## src/rtl/data_pipe_interconnect_m2s_rr.sv

```systemverilog
// Many-to-one valid/ready merge: a round-robin arbiter feeds one registered
// output stage, and each beat is tagged with the index of its source.
module data_pipe_interconnect_m2s_rr #(
  parameter int NUM   = 8,
  parameter int DSIZE = 8,
  parameter int NSIZE = (NUM > 1) ? $clog2(NUM) : 1
) (
  input  logic                 clock,
  input  logic                 rst,
  input  logic                 clk_en,
  input  logic [NUM-1:0]       s_valid,
  input  logic [NUM*DSIZE-1:0] s_data,
  output logic [NUM-1:0]       s_ready,
  output logic                 m_valid,
  output logic [DSIZE-1:0]     m_data,
  output logic [NSIZE-1:0]     m_sid,
  input  logic                 m_ready
);

  logic             r_mValid;
  logic [DSIZE-1:0] r_mData;
  logic [NSIZE-1:0] r_mSid;
  logic [NSIZE-1:0] r_lastGrant;

  logic             w_loadEn;
  logic             w_anyValid;
  logic [NSIZE-1:0] w_grant;
  logic [DSIZE-1:0] w_grantData;
  logic             w_xfer;

  // m_ready reaches s_ready combinationally; the output stage has no skid buffer.
  assign w_loadEn = ~rst & clk_en & (~r_mValid | m_ready);
  assign w_xfer   = w_loadEn & w_anyValid;

  generate
    if (NUM == 1) begin : g_single
      assign w_anyValid  = s_valid[0];
      assign w_grant     = '0;
      assign w_grantData = s_data[DSIZE-1:0];
      assign s_ready     = w_loadEn;

      logic w_unusedGrant;
      assign w_unusedGrant = ^r_lastGrant;
    end else begin : g_multi
      // Scan from last_grant+1 upward, wrapping explicitly so odd NUM never aliases.
      always_comb begin
        int               idx;
        logic [NSIZE-1:0] cand;
        idx        = 0;
        cand       = '0;
        w_anyValid = 1'b0;
        w_grant    = '0;
        for (int off = 1; off <= NUM; off++) begin
          idx = int'(r_lastGrant) + off;
          if (idx >= NUM) begin
            idx = idx - NUM;
          end
          cand = NSIZE'(idx);
          if (!w_anyValid && s_valid[cand]) begin
            w_anyValid = 1'b1;
            w_grant    = cand;
          end
        end
      end

      always_comb begin
        w_grantData = '0;
        for (int k = 0; k < NUM; k++) begin
          if (NSIZE'(k) == w_grant) begin
            w_grantData = s_data[k*DSIZE +: DSIZE];
          end
        end
      end

      always_comb begin
        s_ready = '0;
        if (w_xfer) begin
          s_ready[w_grant] = 1'b1;
        end
      end
    end
  endgenerate

  // A new beat replaces a draining one in the same cycle, so there is no bubble.
  always_ff @(posedge clock) begin
    if (rst) begin
      r_mValid    <= 1'b0;
      r_mData     <= '0;
      r_mSid      <= '0;
      r_lastGrant <= NSIZE'(NUM - 1);
    end else if (clk_en) begin
      if (w_xfer) begin
        r_mValid    <= 1'b1;
        r_mData     <= w_grantData;
        r_mSid      <= w_grant;
        r_lastGrant <= w_grant;
      end else if (m_ready) begin
        r_mValid <= 1'b0;
      end
    end
  end

  assign m_valid = r_mValid;
  assign m_data  = r_mData;
  assign m_sid   = r_mSid;

endmodule

```

## config.mk

```make
export PLATFORM = sky130hd
export DESIGN_NAME = data_pipe_interconnect_m2s_rr
export DESIGN_NICKNAME = d
export VERILOG_FILES = /design/src/rtl/data_pipe_interconnect_m2s_rr.sv
export SDC_FILE = /design/constraint.sdc
export NUM_CORES = 1
export LEC_CHECK = 0
export CORE_ASPECT_RATIO = 1.5
export CORE_MARGIN = 5
export CORE_UTILIZATION = 40
export CTS_CLUSTER_DIAMETER = 30
export DETAILED_ROUTE_END_ITERATION = 10
export PLACE_DENSITY_LB_ADDON = 0.05
export REMOVE_ABC_BUFFERS = 1
export SYNTH_ARGS = -nofsm -noshare
export SYNTH_HDL_FRONTEND = slang
export SYNTH_SLANG_ARGS = --single-unit
```

## constraint.sdc

```tcl
create_clock -name clock -period 4.03 [get_ports clock]
set_input_delay 0.6045 -clock clock [delete_from_list [all_inputs] [get_ports clock]]
set_output_delay 0.6045 -clock clock [all_outputs]
set_load 0.005 [all_outputs]
```

==> impl_metrics.env <==
export IMPL_power_leakage_nw=1.64
export IMPL_synth_area_leaders="mux4_2, dfxtp_1, mux2i_1, mux2_2, a211o_1"
export IMPL_cp_required_ns=4.18
export IMPL_regArea_um2=303
export IMPL_period_minus_slack_ns=4.13
export IMPL_drc=0
export IMPL_maxSlewHeadroom_pct=63.3
export IMPL_cts_root_buf="clkbuf_8"
export IMPL_setup_ws_ns=-0.0953
export IMPL_setup_viol=1
export IMPL_grt_pass1_wl_um=13700
export IMPL_place_congestion=0.976
export IMPL_wl_per_cell_um=17.8
export IMPL_crit_fanout=8
export IMPL_cts_tree="done"
export IMPL_die_h_um=103
export IMPL_die_area_mm2=0.00738
export IMPL_synth_area_mm2=0.00229
export IMPL_antenna_found_initial=0
export IMPL_reg2reg_depth=22
export IMPL_powerDensity_mw_per_mm2=414
export IMPL_wl_um=8730
export IMPL_dp_cells=467
export IMPL_drive_gt1_share_pct=35.4
export IMPL_dr_pass1_iters=5
export IMPL_synth_main_ff_cell="dfxtp_1"
export IMPL_end_kind="flip-flop"
export IMPL_ff2ff_setup_slack_ns=-0.1
export IMPL_vias_per_cell=5.84
export IMPL_clock_latency_ns=0.25
export IMPL_whs_ns=0.479
export IMPL_vias=2865
export IMPL_ir_drop_mv=0.262
export IMPL_cts_sinks=15
export IMPL_worstMarginPinSlew_ns=0.542
export IMPL_port_buffers=95
export IMPL_crit_arrival_ns=4.27
export IMPL_r2r_end="r_lastGrant[2]"
export IMPL_fin_setup_tns_ns=-0.0953
export IMPL_cts_buffers=3
export IMPL_grt_max_degree=24
export IMPL_hpwl_um=6730
export IMPL_ys_seq_area_share_pct=13.1
export IMPL_synth_compound_area_share_pct=26.9
export IMPL_crit_start="r_lastGrant[1]"
export IMPL_clk_pin_slew_ns=0.07
export IMPL_slew_viol_final=0
export IMPL_fp_row_count=33
export IMPL_core_mm2=0.00553
export IMPL_synth_xor_area_share_pct=1.85
export IMPL_crit_path_end="r_lastGrant[2]"
export IMPL_h_tree_depth=1
export IMPL_yosys_warnings=0
export IMPL_synth_top_family_by_area="multiplexers"
export IMPL_ys_ff_latch=15
export IMPL_ant_nets=0
export IMPL_fmax_ghz=0.242
export IMPL_finalNetCount=500
export IMPL_hold_violations=0
export IMPL_diodes=0
export IMPL_globalRouteOverflowTotal=0
export IMPL_grt_pass1_vias=2949
export IMPL_synth_area_mux_share_pct=32.8
export IMPL_io_pins=96
export IMPL_pre_cts_slack_ns=-0.471
export IMPL_crit_type="reg -> reg"
export IMPL_min_path_type="reg -> reg"
export IMPL_cp_start_kind="flip-flop"
export IMPL_multi_input_area_mm2=0.00194
export IMPL_outcome="complete, but fails checks"
export IMPL_holdPathStages=2
export IMPL_grt_use_total_pct=23.3
export IMPL_drv_cap=0
export IMPL_rsz0062_at_grt="yes"
export IMPL_synth_cells=262
export IMPL_power_total_w=0.00165
export IMPL_fin_skew_ns=0.00441
export IMPL_area_growth_pct=74.2
export IMPL_synthSimpleGateAreaFrac_pct=17.1
export IMPL_synthAdderAreaFrac_pct=1.09
export IMPL_rr_startpoint="r_lastGrant[1]"
export IMPL_finalNonFillerCells=491
export IMPL_synth_edf_count=0
export IMPL_nFillCells=446
export IMPL_final_period_utilization_pct=102
export IMPL_start_util_pct=41.5
export IMPL_violations="setup timing"
export IMPL_hold_buffers=0
export IMPL_drt_iter0_markers=318
export IMPL_syn_avg_cell_area_um2=8.76
export IMPL_clock_path_buffers=2
export IMPL_yosysTopAreaCellShare_pct=16.7
export IMPL_fp_dieW_um=71.8
export IMPL_ys_types=60
export IMPL_async_flop_share_pct=0
export IMPL_synth_top_area_cell="mux4_2"
[kinds of logic (layout without fill, tap and decap cells)]
logic type | count (synthesis) | after routing
compound gates | 83 | 83
xor+xnor | 4 | 4
fa+ha+maj | 2 | 2
buf+inv | 34 | 193
flops | 15 | 15
mux | 52 | 52
simple gates | 72 | 72
[sequential cells by signal, summed over array words and instances (netlist names)]
name         cells
m_sid            3
r_lastGrant      3
m_data           8
m_valid          1
[power by group]
| part | leakage (nW) | total [W] | internal (W) | switching, W |
|---|---|---|---|---|
| registers | 0.123 | 0.000208 | 0.000186 | 0.0000219 |
| logic | 1.50 | 0.00132 | 0.000716 | 0.000604 |
| clock network | 0.0255 | 0.000125 | 0.0000684 | 0.0000567 |
| total | 1.64 | 0.00165 | 0.000971 | 0.000683 |
[worst min-delay path by stage]
stage                  from  slack [ns]  endpoint
floorplan           m_valid        0.46   m_valid
global placement    m_valid        0.45   m_valid
detailed placement  m_valid        0.47   m_valid
CTS                 m_valid        0.48   m_valid
global route        m_valid        0.53   m_valid
finish              m_valid        0.48   m_valid
[synthesized netlist by cell type, drive strengths merged (2+ instances only)]
master and instances:
ha 2, o2bb2ai 2, a221oi 6, nor2 18
o211ai 5, nand4 2, o22a 2, buf 16
mux2 16, nor4 3, mux4 17, inv 11
clkbuf 7, a31oi 8, o32ai 2, nand2 12
a21oi 9, dfxtp 15, a211o 8, mux2i 19
o22ai 9, xor2 3, nand2b 7, a211oi 5
o221a 2, a22oi 8, and2 6, o21ai 5
nor3 9, nor2b 4, or2 5
[critical path, cell delays in order (launching register included)]
cell      delay [ns]
dfxtp_2         0.33
inv_1           0.07
ha_4            0.36
buf_6           0.14
mux4_2          0.57
mux2_4          0.31
a22oi_2         0.17
nor3b_2         0.06
o22a_1          0.24
nor2_4          0.20
nand2b_4        0.08
buf_4           0.13
buf_4           0.12
buf_4           0.12
buf_4           0.12
buf_4           0.12
buf_4           0.12
buf_4           0.12
buf_4           0.12
buf_4           0.12
buf_4           0.12
buf_4           0.12
a21o_1          0.14
[final cells by class]
class                   instances  share of cell area, %
multi-input cells             213                   48.5
repair buffers                178                   39.5
flip-flops and latches         15                   7.58
well taps                      70                   2.19
clock buffers                   3                   1.03
inverters                      11                   1.03
clock inverters                 1                  0.125
[layout by cell type (no fill, tap or decap), drive strengths merged, types with 4 or more instances in the layout]
| cell type | netlist | layout |
|---|---|---|
| dlygate4sd2 | 0 | 12 |
| and2 | 6 | 6 |
| nor3 | 9 | 9 |
| nor2b | 4 | 4 |
| nor2 | 18 | 18 |
| a22oi | 8 | 8 |
| a21oi | 9 | 9 |
| o211ai | 5 | 5 |
| mux2i | 19 | 19 |
| a211oi | 5 | 5 |
| o21ai | 5 | 5 |
| o22ai | 9 | 9 |
| clkdlybuf4s50 | 0 | 79 |
| nand2b | 7 | 7 |
| buf | 16 | 84 |
| or2 | 5 | 5 |
| inv | 11 | 11 |
| a31oi | 8 | 8 |
| clkbuf | 7 | 4 |
| a211o | 8 | 8 |
| a221oi | 6 | 6 |
| nand2 | 12 | 12 |
| mux4 | 17 | 17 |
| mux2 | 16 | 16 |
| dfxtp | 15 | 15 |
[per-stage QoR]
step	utilization (%)	instance area, µm²
2_1_floorplan	-	2170
3_3_place_gp	66.6	3680
3_5_place_dp	66.6	3680
4_1_cts	70.9	3930
5_1_grt	72.2	4000
6_report	72.2	4000
[per-layer routing]
metal  vias up  wire length (µm)  track usage (%)
met4         0               343             10.4
li1       1354                 -                -
met5         -                 0                0
met2       134              4770             45.2
met1      1350              2970             23.8
met3        27               640             4.20
[repair_timing]
action / CTS / global route
resized for setup: 40 / 16
buffers inserted: 16 / 4
gates cloned: 0 / 0
endpoints found under the setup margin: 8 / 8
pin swaps: 7 / 5
No activity file was read; power rests on OpenSTA's default activity.
==> RTL edit 1 (config.mk and constraints unchanged) <==
Change the parameter `DSIZE` from 8 to 16.
--- a/src/rtl/data_pipe_interconnect_m2s_rr.sv
+++ b/src/rtl/data_pipe_interconnect_m2s_rr.sv
@@ -2,7 +2,7 @@
 // output stage, and each beat is tagged with the index of its source.
 module data_pipe_interconnect_m2s_rr #(
   parameter int NUM   = 8,
-  parameter int DSIZE = 8,
+  parameter int DSIZE = 16,
   parameter int NSIZE = (NUM > 1) ? $clog2(NUM) : 1
 ) (
   input  logic                 clock,
Interface: changed (resized m_data and s_data); port bits go from 96 to 168. The function was not compared with the original's and may differ.
==> RTL edit 1 against the original RTL <==
- setup slack improved by 0.12 ns
- routed wire length up 72%
- cell area is 42% higher
- area after synthesis grew 37%
- sequential cell count grew 8
- count of clock-buffer cells in the layout unchanged
- clock power up 77%
- worst hold slack worse by 0.023 ns
- combinational power is 42% higher
- final cell count up 45%
- global-route usage rose by 5.7 points
- critical path depth decreased by 7
- power up 48%
==> RTL edit 1: results (changes against the original RTL) <==
met1_usage_pct: 28.3  # +4.6 points
min_to: "m_sid[0]"
peakVddDrop_mv: 0.250  # -4.7%
hpwl_um: 12000  # +78%
yosysUniqueCellTypes: 67  # +12%
use_met2_pct: 53.8  # +8.6 points
met2_length_um: 7920  # +66%
vias: 4205  # +47%
grt_first_pass_wirelength_um: 22100  # +61%
crit_path_end: "s_ready[3]"
rr_worst_depth: 16  # -27%
port_buffers: 167  # +76%
min_period_ns: 4.00  # -0.123 ns
drive_gt1_share_pct: 24.3  # -11 points
crit_fanout: 5  # -3
met1_length_um: 5050  # +70%
synth-xor-area-share_pct: 1.87  # +0.013 points
dr_wl_met3_um: 1140  # +79%
outcome: "finished, final reports clean"
final_cells: 710  # +45%
synthAdderAreaFrac_pct: 0.794  # -0.30 points
synth_mux_area_share_pct: 23.5  # -9.3 points
grt_pass1_vias: 4356  # +48%
track_usage_pct: 28.9  # +5.7 points
grt.met3_usage_pct: 4.79  # +0.60 points
arrival_ns: 3.40  # -0.87 ns
r2r_slack_ns: 0.31  # +0.41 ns
finClkSkew_ns: 0.00587  # +0.00146 ns
layout.nets: 751  # +50%
largest_register_ffs: 16  # +8
fillers: 635  # +42%
dp_cells: 699  # +50%
placed_area_sq_um: 5350  # +45%
netlist_top_cells_count: "nand2_1, mux2i_1, nor2_1"
synth_cells: 387  # +48%
hold_start: "m_sid[0]"
synth-compound-area-share_pct: 33.8  # +6.9 points
routedWlPerCell_um: 21.1  # +19%
[RTL edit 1: cell types whose count changed in the layout (fill, tap and decap cells not counted), moves of 8 or more]
cell,change
mux2_2,-11
nor2_1,+11
nand3_1,+10
clkdlybuf4s50_1,+72
nand2_1,+36
dfxtp_1,+8
mux2i_1,+8
a221o_1,+8
o2111ai_1,+10
o211ai_1,+9
[RTL edit 1: worst reg2reg max path, delay by kind of cell, from the launching register on]
kind / cells / cell delay, ns
AND/OR/NAND/NOR: 2 / 0.64
buffers and inverters: 6 / 0.82
multiplexers: 1 / 0.29
adder cells (fa/ha/maj): 1 / 0.32
flip-flops: 1 / 0.37
AO/OA/AOI/OAI: 6 / 1.17
[RTL edit 1: cell families after synthesis]
| logic type | after synthesis |
|---|---|
| compound gates | 135 |
| simple gates | 118 |
| fa+ha+maj | 2 |
| flops | 23 |
| buf+inv | 51 |
| xor+xnor | 5 |
| mux | 53 |
[RTL edit 1: cell type report]
class                           instances  area [sq um]  area share [%]
Timing Repair Buffer                  252          2330            41.0
Clock inverter                          1          5.00          0.0882
Sequential cell                        23           465            8.20
Tap cell                              102           128            2.25
Multi-Input combinational cell        313          2620            46.1
Clock buffer                            3          75.1            1.32
Inverter                               16          60.1            1.06
[RTL edit 1: report_power, final]
| part | total (mW) | switching (mW) | internal, mW | leakage [nW] |
|---|---|---|---|---|
| sequential | 0.340 | 0.0420 | 0.298 | 0.190 |
| clock | 0.221 | 0.0869 | 0.134 | 0.0409 |
| combinational | 1.88 | 0.926 | 0.957 | 2.06 |
| total | 2.44 | 1.05 | 1.39 | 2.29 |
[RTL edit 1: timing repair]
action | CTS | global route
gates resized for setup | 45 | 15
buffers inserted | 2 | 5
setup endpoints to repair | 8 | 4
pin swaps | 4 | 9
==> RTL edit 2 (config.mk and constraints unchanged) <==
Without the edit above. Make the reset (`rst`) asynchronous in one clocked block.
--- a/src/rtl/data_pipe_interconnect_m2s_rr.sv
+++ b/src/rtl/data_pipe_interconnect_m2s_rr.sv
@@ -82,7 +82,7 @@
   endgenerate
 
   // A new beat replaces a draining one in the same cycle, so there is no bubble.
-  always_ff @(posedge clock) begin
+  always_ff @(posedge clock or posedge rst) begin
     if (rst) begin
       r_mValid    <= 1'b0;
       r_mData     <= '0;
Behaviour: differs if rst is asserted again (counterexample within 4 cycles, from zero or initial values and one cycle with rst high); with rst held inactive, the same outputs for 10 cycles.
==> RTL edit 2 against the original RTL <==
- the flow still finishes with violations (negative setup slack)
- global-route usage down 0.24 points
- critical path depth down 9
- sequential cell count unchanged
- routed wire length up 7.5%
- count of clock-buffer cells in the layout up 1
- area after synthesis up 10%
- utilization down 3.0 points
- setup slack better by 0.057 ns
- cell area up 6.9%
Power is not shown: default switching activity piles up to over one toggle a cycle in this logic, so the estimate is an artifact.
==> RTL edit 2: results (changes against the original RTL) <==
outcome: "complete, but fails checks"
violations: "negative setup slack"
grt_pass1_vias: 3086  # +4.6%
grt_first_pass_wirelength_um: 14600  # +6.3%
hpwl_um: 7500  # +12%
setup_tns_ns: -0.0379  # +0.0574 ns
synth_mux_area_share_pct: 26.1  # -6.7 points
firstDrtPassIters: 4  # -1
critical-path-slowest-cell: "dfstp_2"
fillers: 537  # +20%
async_reset_ff_share_pct: 100  # +100 points
relSlewSlack_pct: 56.7  # -6.6 points
setup_viol: 1  # unchanged
crit_fanout: 4  # -4
synth_flop_cell: "dfrtp_1"
fin_ws_ns: -0.0379  # +0.0574 ns
placed_area_sq_um: 4010  # +8.8%
drt_wl_total_um: 9380  # +7.5%
post-place-ws_ns: -0.374  # +0.0971 ns
finClkSkew_ns: 0.00274  # -0.00166 ns
drive_gt1_share_pct: 37.8  # +2.4 points
yosys-top-cells-area: "mux4_2, dfrtp_1, mux2i_1, nand2_1, a21oi_1"
viasPerCell: 5.76  # -1.2%
max_stage_delay_ns: 0.54  # -0.03 ns
yosys.area.top_type_share_pct: 14.2  # -2.5 points
==> RTL edit 2: path summary, 6_finish.rpt <==
path                       slack (ns)          to      startpoint  depth (start not counted)
max                             -0.04  s_ready[7]  r_lastGrant[0]                         13
min                              0.48    m_sid[0]        m_sid[0]                          2
max reg2reg                      0.45   m_data[4]  r_lastGrant[0]                         15
min reg2reg                      0.48    m_sid[0]        m_sid[0]                          2
max in group asynchronous        2.82   m_data[7]             rst                          2
min in group asynchronous        0.79   m_data[3]             rst                          2
==> RTL edit 2: per-layer routing <==
layer / global-route usage, % / routed length [um] / vias to the layer above
li1: - / - / 1436
met1: 24.7 / 3390 / 1425
met2: 44.6 / 5180 / 104
met3: 1.96 / 567 / 20
met4: 7.89 / 245 / 0
met5: 0 / 0 / -
==> RTL edit 2: final cells by class <==
type,instances,area (sq um),area share [%]
multi-input combinational,233,2070,48.5
timing repair buffer,185,1660,38.8
sequential,15,379,8.87
tap,74,92.6,2.17
clock buffer,4,45.0,1.05
inverter,7,26.3,0.615
==> RTL edit 2: stage by stage <==
step           hold WS, ns  util [%]  instances
2_1_floorplan        0.471         -        255
3_3_place_gp         0.469      64.9        500
3_5_place_dp         0.473      64.9        500
4_1_cts              0.488      67.6        510
5_1_grt              0.520      69.2        518
6_report             0.484      69.2        518
==> RTL edit 2: worst max-delay path: cells and delay by family, from the launching register on <==
kind            cells  cell delay (ns)
fa+ha+maj           1             0.30
compound gates      2             0.21
buf+inv             5             0.60
flops               1             0.54
mux                 2             0.81
simple gates        3             0.74
==> RTL edit 2: timing repair <==
action,4_1_cts,5_1_grt
buffers inserted,6,8
pin swaps,9,11
gates resized for setup,42,21
setup endpoints to repair,8,8
endpoints found under the hold margin,0,0
